$ cat src/rtl/pipe_core.sv
// pipe_core: two-stage fetch/execute core with an 8-entry register file, a
// stalling data-memory handshake, branch flush, sticky halt and retire counter.
module pipe_core #(
    parameter int W  = 8,
    parameter int D  = 12,
    parameter int CW = 16
) (
    input  logic          clk,
    input  logic          reset,
    output logic [D-1:0]  imem_addr,
    input  logic [8:0]    imem_data,
    output logic          dmem_req,
    output logic          dmem_we,
    output logic [W-1:0]  dmem_addr,
    output logic [W-1:0]  dmem_wdata,
    input  logic [W-1:0]  dmem_rdata,
    input  logic          dmem_ready,
    output logic          done,
    output logic [CW-1:0] retired
);
    typedef enum logic [2:0] {
        OP_ADD = 3'd0,
        OP_SUB = 3'd1,
        OP_AND = 3'd2,
        OP_XOR = 3'd3,
        OP_LDI = 3'd4,
        OP_LD  = 3'd5,
        OP_ST  = 3'd6,
        OP_BR  = 3'd7
    } op_e;

    localparam logic [8:0] HALT_INSN = 9'h1FF;

    logic [D-1:0] pc;
    logic [8:0]   ir;
    logic         ir_valid;
    logic [W-1:0] regs [8];
    logic         flag_z;
    logic         flag_n;
    logic         flag_c;

    op_e          op;
    logic [2:0]   rd;
    logic [2:0]   rs;
    logic [W-1:0] rd_val;
    logic [W-1:0] rs_val;
    logic [W-1:0] imm;
    logic         is_alu;

    logic         ex_valid;
    logic         ex_halt;
    logic         ex_mem;
    logic         ex_store;
    logic         stall;
    logic         ex_fire;
    logic         br_cond;
    logic         br_taken;
    logic [D-1:0] br_target;

    logic [W:0]   alu_sum;
    logic [W-1:0] alu_res;
    logic         alu_c;

    assign op     = op_e'(ir[8:6]);
    assign rd     = ir[5:3];
    assign rs     = ir[2:0];
    assign rd_val = regs[rd];
    assign rs_val = regs[rs];
    assign imm    = {{(W-3){ir[2]}}, ir[2:0]};
    assign is_alu = ~ir[8];

    // HALT shares the BR opcode, so it is decoded on the full word first.
    assign ex_valid = ir_valid && !done;
    assign ex_halt  = ex_valid && (ir == HALT_INSN);
    assign ex_mem   = ex_valid && (op == OP_LD || op == OP_ST);
    assign ex_store = ex_mem && (op == OP_ST);
    assign stall    = ex_mem && !dmem_ready;
    assign ex_fire  = ex_valid && !ex_halt && !stall;
    assign br_taken = ex_fire && (op == OP_BR) && br_cond;

    // Data port: dmem_req is the valid; while it is high we/addr/wdata stay
    // stable, and the access completes on the first rising edge with
    // dmem_ready=1. dmem_ready without dmem_req has no effect.
    assign dmem_req   = ex_mem;
    assign dmem_we    = ex_store;
    assign dmem_addr  = ex_mem ? rs_val : '0;
    assign dmem_wdata = ex_store ? rd_val : '0;
    assign imem_addr  = pc;

    generate
        if (W >= D) begin : g_target_trunc
            assign br_target = rs_val[D-1:0];
        end else begin : g_target_zext
            assign br_target = {{(D-W){1'b0}}, rs_val};
        end
    endgenerate

    always_comb begin
        br_cond = 1'b0;
        case (rd)
            3'd0:    br_cond = 1'b1;
            3'd1:    br_cond = flag_z;
            3'd2:    br_cond = !flag_z;
            3'd3:    br_cond = flag_n;
            3'd4:    br_cond = flag_c;
            default: br_cond = 1'b0;
        endcase
    end

    // SUB carry is the inverse of the borrow out of the W+1 bit difference.
    always_comb begin
        alu_sum = '0;
        alu_res = '0;
        alu_c   = flag_c;
        case (op)
            OP_ADD: begin
                alu_sum = {1'b0, rd_val} + {1'b0, rs_val};
                alu_res = alu_sum[W-1:0];
                alu_c   = alu_sum[W];
            end
            OP_SUB: begin
                alu_sum = {1'b0, rd_val} - {1'b0, rs_val};
                alu_res = alu_sum[W-1:0];
                alu_c   = ~alu_sum[W];
            end
            OP_AND:  alu_res = rd_val & rs_val;
            OP_XOR:  alu_res = rd_val ^ rs_val;
            default: alu_res = '0;
        endcase
    end

    always_ff @(posedge clk or negedge reset) begin
        if (!reset) begin
            pc       <= '0;
            ir       <= '0;
            ir_valid <= 1'b0;
            flag_z   <= 1'b0;
            flag_n   <= 1'b0;
            flag_c   <= 1'b0;
            done     <= 1'b0;
            retired  <= '0;
            for (int i = 0; i < 8; i++) begin
                regs[i] <= '0;
            end
        end else begin
            if (ex_halt) begin
                done <= 1'b1;
            end else if (!done && !stall) begin
                if (br_taken) begin
                    pc       <= br_target;
                    ir_valid <= 1'b0;
                end else begin
                    pc       <= pc + 1'b1;
                    ir       <= imem_data;
                    ir_valid <= 1'b1;
                end
            end

            if (ex_fire) begin
                if (retired != '1) begin
                    retired <= retired + 1'b1;
                end
                if (is_alu) begin
                    regs[rd] <= alu_res;
                    flag_z   <= (alu_res == '0);
                    flag_n   <= alu_res[W-1];
                    flag_c   <= alu_c;
                end else if (op == OP_LDI) begin
                    regs[rd] <= imm;
                end else if (op == OP_LD) begin
                    regs[rd] <= dmem_rdata;
                end
            end
        end
    end

endmodule

$ cat config.mk
export PLATFORM = sky130hd
export DESIGN_NAME = pipe_core
export DESIGN_NICKNAME = d
export VERILOG_FILES = /design/src/rtl/pipe_core.sv
export SDC_FILE = /design/constraint.sdc
export NUM_CORES = 1
export LEC_CHECK = 0
export ABC_AREA = 1
export CAP_MARGIN = 20
export CORE_MARGIN = 1
export CORE_UTILIZATION = 30
export DETAILED_ROUTE_END_ITERATION = 10
export SETUP_SLACK_MARGIN = 0.3
export SYNTH_ARGS = -nofsm -noshare
export SYNTH_HDL_FRONTEND = slang
export SYNTH_SLANG_ARGS = --single-unit
export TNS_END_PERCENT = 50
$ cat constraint.sdc
create_clock -name clk -period 4.2 [get_ports clk]
set_input_delay 0.42 -clock clk [delete_from_list [all_inputs] [get_ports clk]]
set_output_delay 0.42 -clock clk [all_outputs]
set_load 0.01 [all_outputs]
; Word level (Yosys, flattened, before mapping)
; Index checks and enable logic that the tools add are counted.
[word_totals]
reg_bits = 106
[classes]
add_sub_neg = 4
n_bitwise = 8
mux = 21
n_lt_le_gt_ge = 3
eq_ne = 14
reduce_logical = 27
[op_table]
columns = operator, count
row1 = 64-bit bitwise mux, 3
row2 = 64-bit 2-to-1 mux, 3
row3 = 8-bit 2-to-1 mux, 7
row4 = 8-bit binary-select mux with 3-bit select, 2
row5 = 8-bit one-hot mux with 4 select lines, 1
row6 = 8-bit demux with 3-bit select, 1
row7 = "16-bit by 1-bit adder with 16-bit output, second input constant", 1
row8 = "16-bit != test, second input constant", 1
row9 = "3-bit == test, second input constant", 5
row10 = "12-bit by 1-bit adder with 12-bit output, second input constant", 1
row11 = "3-bit by 2-bit == test with 1-bit output, second input constant", 4
row12 = 12-bit 2-to-1 mux, 1
row13 = 1-bit logical AND, 11
row14 = 8-bit by 8-bit adder with 9-bit output, 1
row15 = "9-bit == test, second input constant", 1
row16 = 8-bit by 8-bit subtractor with 9-bit output, 1
row17 = 8-bit bitwise AND, 1
row18 = "4-bit greater-or-equal comparator, second input constant", 2
row19 = 8-bit logical NOT, 1
row20 = 3-bit inverter with 4-bit output, 2
row21 = 2-bit AND reduction, 4
row22 = 8-bit bitwise XOR, 1
row23 = "3-bit by 1-bit == test with 1-bit output, second input constant", 2
row24 = 3-bit logical NOT, 2
row25 = other kinds (10), 18

; Logic depth before layout (Yosys ltp)
; Gate-level depths: netlist of the first run.
[depth]
depth_word = 10
ltp_mapped = 24
mapped_depth_nobuf = 22

; Worst setup path after synthesis of the first run
; No wires, ideal clock.
[synth_path]
kind = register to register
from = reg ir[0]
to = reg regs[12] (netlist bit)
required_ps = 4074
slack_ps = 1174
t_arrival_ps = 2900
setup_time_ps = 126
stages_incl_launch_ff = 22
n_path_buf = 3
period_less_slack_ps = 3026
path_cell_list = dfrtp_1 -> buf_2 -> inv_1 -> buf_2 -> clkbuf_1 -> a21oi_1 -> o21ai_0 -> nand2_1 -> nand2_1 -> o21ai_0 -> ha_1 -> fa_1 -> nand2_1 -> nand2_1 -> nand2_1 -> nand2_1 -> nand3_1 -> nand2_1 -> nor2_1 -> nand3_1 -> nand2_1 -> o21ai_0
[synth_between]
elab_chain_cells = 8
elab_cells_between_ends = 17
classes_between = 2 x add/sub / 1 x eq/ne / 6 x mux / 3 x bitwise / 5 x reduce/logical
[synth_rtl]
columns = item, line_no
row1 = "start, declared", 35  ; logic [8:0] ir;
row2 = "start signal, assigned", 154  ; ir <= imem_data;
row3 = 3-bit inverter with 4-bit output (not written as such), 68  ; assign rs_val = regs[rs];
row4 = 8-bit binary-select mux with 3-bit select, 68
row5 = 8-bit 2-to-1 mux (not written as such) (2 in series), 68
row6 = "8-bit by 8-bit subtractor with 9-bit output, or another cell as far along", 122  ; alu_sum = {1'b0, rd_val} - {1'b0, rs_val};
row7 = 8-bit one-hot mux with 4 select lines, 115  ; case (op)
row8 = 64-bit bitwise mux, 164  ; regs[rd] <= alu_res;
row9 = 64-bit 2-to-1 mux, 163  ; if (is_alu) begin
row10 = "end signal, assigned by index", 164
row11 = "end signal, assigned by index", 169  ; regs[rd] <= imm;
row12 = "end signal, assigned by index", 171  ; regs[rd] <= dmem_rdata;
row13 = "end, declared", 37  ; logic [W-1:0] regs [8];
; Several ways; a longest one is shown, not always the timed one. The select of a mux whose other input is x is not followed.
; A chain may end at the register's enable or synchronous reset.

; Worst setup path in the final report of the first run
[layout_path]
from = reg ir[0]
to = reg regs[46] (netlist bit)
; Same word-level chain as after synthesis.

==> flow_metrics.env, run 1 <==
export IMPL_status="completed"
export IMPL_worst_pin_slew_ps=871
export IMPL_antenna_found_initial=0
export IMPL_cp_max_fo=14
export IMPL_cpPeakStageDelay_ps=520
export IMPL_critPathKind="flip-flop to flip-flop"
export IMPL_finalMaxSlewViolations=0
export IMPL_ant_nets=0
export IMPL_final_cell_mix="266 x nand2_1, 117 x inv_1, 114 x o21ai_0"
export IMPL_rr_worst_depth=17
export IMPL_nNetsFinal=1066
export IMPL_max_slew_margin=0.413
export IMPL_vias=6728
export IMPL_hold_viol=0
export IMPL_path_clk_slew_ps=80
export IMPL_clockRootBuffer="clkbuf_16"
export IMPL_dieArea_sq_mm=0.0235
export IMPL_finish_utilization=0.367
export IMPL_yosysUniqueCellTypes=32
export IMPL_cts_tree="yes"
export IMPL_finalSetupViolCount=0
export IMPL_setup_worst_path_start_class="flip-flop"
export IMPL_fmax_mhz=268
export IMPL_setup_tns_ps=0
export IMPL_dp_hpwl_mm=16.0
export IMPL_seq_area_sq_mm=0.00265
export IMPL_worstPathArrival_ps=3970
export IMPL_grt_overflow=0
export IMPL_post_route_min_period_ps=3730
export IMPL_yosys_area_share_simple=0.267
export IMPL_die_w_microns=153
export IMPL_rsz0062_at_grt="yes"
export IMPL_start_util=0.310
export IMPL_synth_cells=966
export IMPL_worst_slack_ps=468
export IMPL_ys_warn_count=0
export IMPL_synthXorXnorAreaFrac=0.0319
export IMPL_cp_end_kind="flip-flop"
export IMPL_cts_htree_levels=3
export IMPL_syn_cell_area_sq_mm=0.00685
export IMPL_pre_cts_ws_ps=411
export IMPL_max_cap_violations=0
export IMPL_dr_first_iter_drc_count=564
export IMPL_endpoint="regs[46]"
export IMPL_synthToLayoutAreaGrowth_pct=18.4
export IMPL_multi_input_area_sq_mm=0.00354
export IMPL_cp_required_ps=4430
export IMPL_synth_compound_area_share=0.177
export IMPL_r2r_slack_ps=470
export IMPL_synthAdderAreaFrac=0.0405
export IMPL_muxShareOfSynthArea=0
export IMPL_rows=54
export IMPL_stdcell_area_sq_mm=0.00812
export IMPL_drcViolationCount=0
export IMPL_io_buffers=66
export IMPL_drive_gt1_frac=0.0505
export IMPL_clkLatencyLatePin_ps=360
export IMPL_cp_common_cell="nand2_1"
export IMPL_n_fill_cell=2296
export IMPL_ys_seq_area_frac=0.387
export IMPL_grt_pass1_vias=6258
export IMPL_reg2reg_to="regs[46]"
export IMPL_syn_area_per_cell_sq_um=7.10
export IMPL_crit_slowest_cell="ha_1"
export IMPL_ys_ff_latch=106
export IMPL_r2r_start="ir[0]"
export IMPL_grt_max_degree=47
export IMPL_syn_nets=1007
export IMPL_dpl_cell_area_sq_mm=0.00781
export IMPL_clock_sinks=106
export IMPL_numCtsBuffers=9
export IMPL_vias_per_cell=5.14
export IMPL_post_drt_wl_per_cell_microns=16.9
export IMPL_grtUsageTotal=0.193
export IMPL_core_area_sq_mm=0.0221
export IMPL_fin_crit_sh=0.889
export IMPL_cts_buffer_depth=2
export IMPL_grt_pass1_wl_mm=35.2
export IMPL_first_pass_iters=5
export IMPL_gp_congestion=0.923
export IMPL_wl_mm=22.1
export IMPL_die_y_microns=153
export IMPL_layout_commonest_cell="nand2_1"
export IMPL_ios=67
export IMPL_num_antenna_cells=0
export IMPL_synth_main_ff_cell="dfrtp_1"
export IMPL_crit_chain="inv_1 -> buf_4 -> o21ai_0 -> nand2_1 -> inv_1 -> o21ai_0 -> inv_1 -> ha_1 -> nand3_1 -> nand2_1 -> nand3_1 -> nand2_1 -> nand2_1 -> nand3_1 -> nand4_1 -> nand2_1 -> o21ai_0"
export IMPL_synth_top_family_by_area="simple AND/OR/NAND/NOR gates"
export IMPL_crit_start="ir[0]"
export IMPL_async_flop_share=1.00
export IMPL_synth_edf_count=0
export IMPL_fin_skew_ps=10.5
export IMPL_hp_class="input port to async pin"
[per-stage QoR]
stage,std cells,hold WS [ps]
5_1_grt,1310,130
6_report,1310,62.8
2_1_floorplan,966,124
3_3_place_gp,1294,468
4_1_cts,1310,95.7
3_5_place_dp,1294,469
[worst min-delay path by stage]
stage	startpoint	to	slack, ps	cells after the start
6_report	reset	regs[46]	60	1
5_1_grt	reset	regs[46]	130	1
4_1_cts	reset	regs[46]	100	1
3_5_place_dp	ir_valid	ir_valid	470	2
3_3_place_gp	regs[55]	regs[55]	470	2
2_1_floorplan	reset	done	120	0
[routing by layer]
metal	up-vias	wire length, microns	global-route usage
met1	3176	9990	0.263
li1	3271	-	-
met5	-	0	0
met4	0	641	0.0784
met3	41	1250	0.0247
met2	240	10200	0.308
[layout make-up]
class                      instances  area share
clock buffer                       9      0.0278
timing repair buffer              82      0.0974
inverter                         127      0.0587
sequential                       106       0.327
clock inverter                     7     0.00971
tap                              280      0.0432
multi-input combinational        699       0.436
[registers in the layout (all words and copies together) (netlist names)]
register   count
regs          64
flag_n         1
flag_z         1
retired       16
done           1
ir             9
imem_addr     12
flag_c         1
ir_valid       1
[Yosys cell counts (2+ instances only)]
cell type	n	area, sq um
o22ai_1	17	106
nor4_1	2	12.5
a22oi_1	17	128
o21ai_0	116	581
buf_4	9	67.6
clkinv_1	4	15.0
dfrtp_1	106	2650
nand2_1	266	998
buf_6	2	22.5
nand3_1	57	285
inv_1	117	439
inv_2	6	22.5
nand4_1	10	62.6
nand2_4	2	22.5
buf_2	6	30.0
fa_1	2	40.0
xnor2_1	8	70.1
o221ai_1	7	61.3
nor2_1	69	259
clkbuf_1	16	60.1
nor2_4	6	67.6
nor2_2	2	12.5
a21oi_1	62	310
xor2_1	17	149
ha_1	19	238
nor3_1	12	60.1
o211ai_1	4	30.0
[kinds of logic (layout without fill, tap and decap cells)]
family | after synthesis | in the layout
DFF | 106 | 106
xor gates and xnor gates | 25 | 25
and+or+nand+nor | 430 | 430
buffers and inverters | 161 | 225
AOI/OAI and AO/OA | 223 | 223
adders and majority gates | 21 | 21
[critical path: cells and delay by family (launching register included)]
kind,cells,cell delay (ps)
AND/OR/NAND/NOR,9,1250
buffers and inverters,4,870
AO/OA/AOI/OAI,3,580
adder cells (fa/ha/maj),1,520
flip-flops,1,410
[what timing repair did]
action | 4_1_cts | 5_1_grt
endpoints found under the setup margin | 0 | 41
gates resized for setup | 0 | 2
setup buffers | 0 | 0
hold buffers | 0 | 0
Power of run 1 is not shown: default switching activity piles up to over one toggle a cycle in this logic, so the estimate is an artifact.
==> inputs of run 2 (changes only) <==
==> constraint.sdc (replaced) <==
create_clock -name clk -period 3.8 [get_ports clk]
set_input_delay 0.38 -clock clk [delete_from_list [all_inputs] [get_ports clk]]
set_output_delay 0.38 -clock clk [all_outputs]
set_load 0.01 [all_outputs]
==> run 2 against run 1 <==
Net effect:
- critical path depth rose by 1
- routed wire length fell by 2.0%
- highest routed layer unchanged
- final cell count rose by 0.92%
- via count shrank 0.15%
- critical endpoint is now regs[31]
- global-route usage shrank 0.45 points
- first-iteration DRC count is 13% higher
- setup slack better by 66 ps
- utilization is 0.56 points higher
- cell area rose by 1.5%
- maximum frequency grew 14%
- largest cell class unchanged
- flip-flop and latch count unchanged
- critical path type unchanged
- count of clock-buffer cells in the layout is 4 higher
==> flow_metrics.env, run 2 (synthesized netlist as in run 1, its figures left out) <==
export IMPL_status="completed"
export IMPL_grt_pass1_vias=6285
export IMPL_met3_usage=0.0292
export IMPL_num_antenna_cells=0
export IMPL_grt_max_degree=62
export IMPL_die_w_microns=153
export IMPL_final_cell_mix="266 x nand2_1, 116 x inv_1, 116 x o21ai_0"
export IMPL_hp_class="input port to async pin"
export IMPL_path_clk_slew_ps=70
export IMPL_reg2reg_to="regs[31]"
export IMPL_cts_htree_levels=3
export IMPL_die_y_microns=153
export IMPL_dr_first_iter_drc_count=635
export IMPL_r2r_slack_ps=530
export IMPL_top_usage_layer="met2"
export IMPL_top_register="regs"
export IMPL_grtUsageMet1=0.254
export IMPL_post_drt_wl_per_cell_microns=16.4
export IMPL_fin_skew_ps=6.65
export IMPL_cp_required_ps=4040
export IMPL_worst_pin_slew_ps=843
export IMPL_core_area_sq_mm=0.0221
export IMPL_drive_gt1_frac=0.0701
export IMPL_r2r_start="ir[0]"
export IMPL_grt_util_met2=0.296
export IMPL_rows=54
export IMPL_cp_end_kind="flip-flop"
export IMPL_cts_tree="yes"
export IMPL_nNetsFinal=1078
export IMPL_dieArea_sq_mm=0.0235
export IMPL_drcViolationCount=0
export IMPL_vias_per_cell=5.08
export IMPL_layout_commonest_cell="nand2_1"
export IMPL_rsz0062_at_grt="yes"
export IMPL_setup_worst_path_start_class="flip-flop"
export IMPL_antenna_found_initial=0
export IMPL_dpl_cell_area_sq_mm=0.00788
export IMPL_io_buffers=66
export IMPL_grtUsageTotal=0.188
export IMPL_critPathKind="flip-flop to flip-flop"
export IMPL_stdcell_count=1322
export IMPL_fmax_mhz=306
export IMPL_post_route_min_period_ps=3270
export IMPL_max_cap_violations=0
export IMPL_worstPathArrival_ps=3500
export IMPL_start_util=0.310
export IMPL_clkLatencyLatePin_ps=360
export IMPL_first_pass_iters=8
export IMPL_grt_overflow=0
export IMPL_finalMaxSlewViolations=0
export IMPL_vias=6718
export IMPL_grt_pass1_wl_mm=34.6
export IMPL_wl_mm=21.7
export IMPL_hold_viol=0
export IMPL_cp_max_fo=18
export IMPL_dp_hpwl_mm=16.0
export IMPL_clockRootBuffer="clkbuf_16"
export IMPL_setup_tns_ps=0
export IMPL_finish_utilization=0.373
export IMPL_clock_sinks=106
export IMPL_n_fill_cell=2315
export IMPL_synthToLayoutAreaGrowth_pct=20.2
export IMPL_ios=67
export IMPL_numCtsBuffers=9
export IMPL_placed_cells=1303
export IMPL_fin_crit_sh=0.860
export IMPL_finalSetupViolCount=0
export IMPL_cts_buffer_depth=2
export IMPL_max_slew_margin=0.438
export IMPL_ant_nets=0
export IMPL_rr_worst_depth=18
export IMPL_largest_reg_flops=64
export IMPL_gp_congestion=0.872
export IMPL_stdcell_area_sq_mm=0.00824
==> run 2: changes by cell type in the layout (fill, tap and decap cells not counted), sizes merged <==
cell / previous run / this run
buf: 17 / 29
clkbuf: 9 / 13
inv: 124 / 122
bufinv: 1 / 0
clkinvlp: 3 / 2
==> run 2: stage by stage <==
step                      hold WS, ps  worst slack (ps)
after floorplan                  84.4               774
after global placement            466               370
after detailed placement          467               345
after CTS                         162               315
after global routing              189               266
final                             110               534
==> run 2: how the worst max path moves through the flow <==
stage                     cells past startpoint  endpoint   from  slack, ps
final                                        18  regs[31]  ir[0]        530
after global routing                         18  regs[47]  ir[0]        270
after CTS                                    17  regs[43]  ir[4]        320
after detailed placement                     17   regs[3]  ir[4]        340
after global placement                       17  regs[43]  ir[4]        370
after floorplan                              21  regs[12]  ir[0]        770
==> run 2: worst max-delay path, cell delays in order (launching register included) <==
cell and delay [ps]:
dfrtp_1 410, inv_1 70, buf_4 200, a21oi_1 130, o21ai_0 90, nand2_1 70, inv_1 40, o21ai_0 430
inv_1 120, ha_1 400, inv_1 110, nand2_1 70, nand2_1 50, a21oi_1 180, nand3_1 90, nand3_1 100
nand3_2 230, o21ai_0 250, nand2_1 80
==> run 2: per-layer routing <==
layer | vias to the layer above | share of wire
li1 | 3293 | -
met1 | 3124 | 0.45
met2 | 261 | 0.46
met3 | 40 | 0.065
met4 | 0 | 0.031
met5 | - | 0
==> run 2: timing repair <==
action	4_1_cts	5_1_grt
setup endpoints to repair	0	56
hold buffers	0	0
endpoints found under the hold margin	0	0
buffers inserted	0	3
resized for setup	0	11
==> run 2: area by class of cell <==
class                      count  area, sq um  share of cell area
clock buffer                  13          270              0.0328
tap                          280          350              0.0425
multi-input combinational    699         3580               0.434
timing repair buffer          94          881               0.107
inverter                     127          484              0.0588
sequential                   106         2650               0.322
clock inverter                 3         22.5             0.00273
Power of run 2 is left out for the same reason.
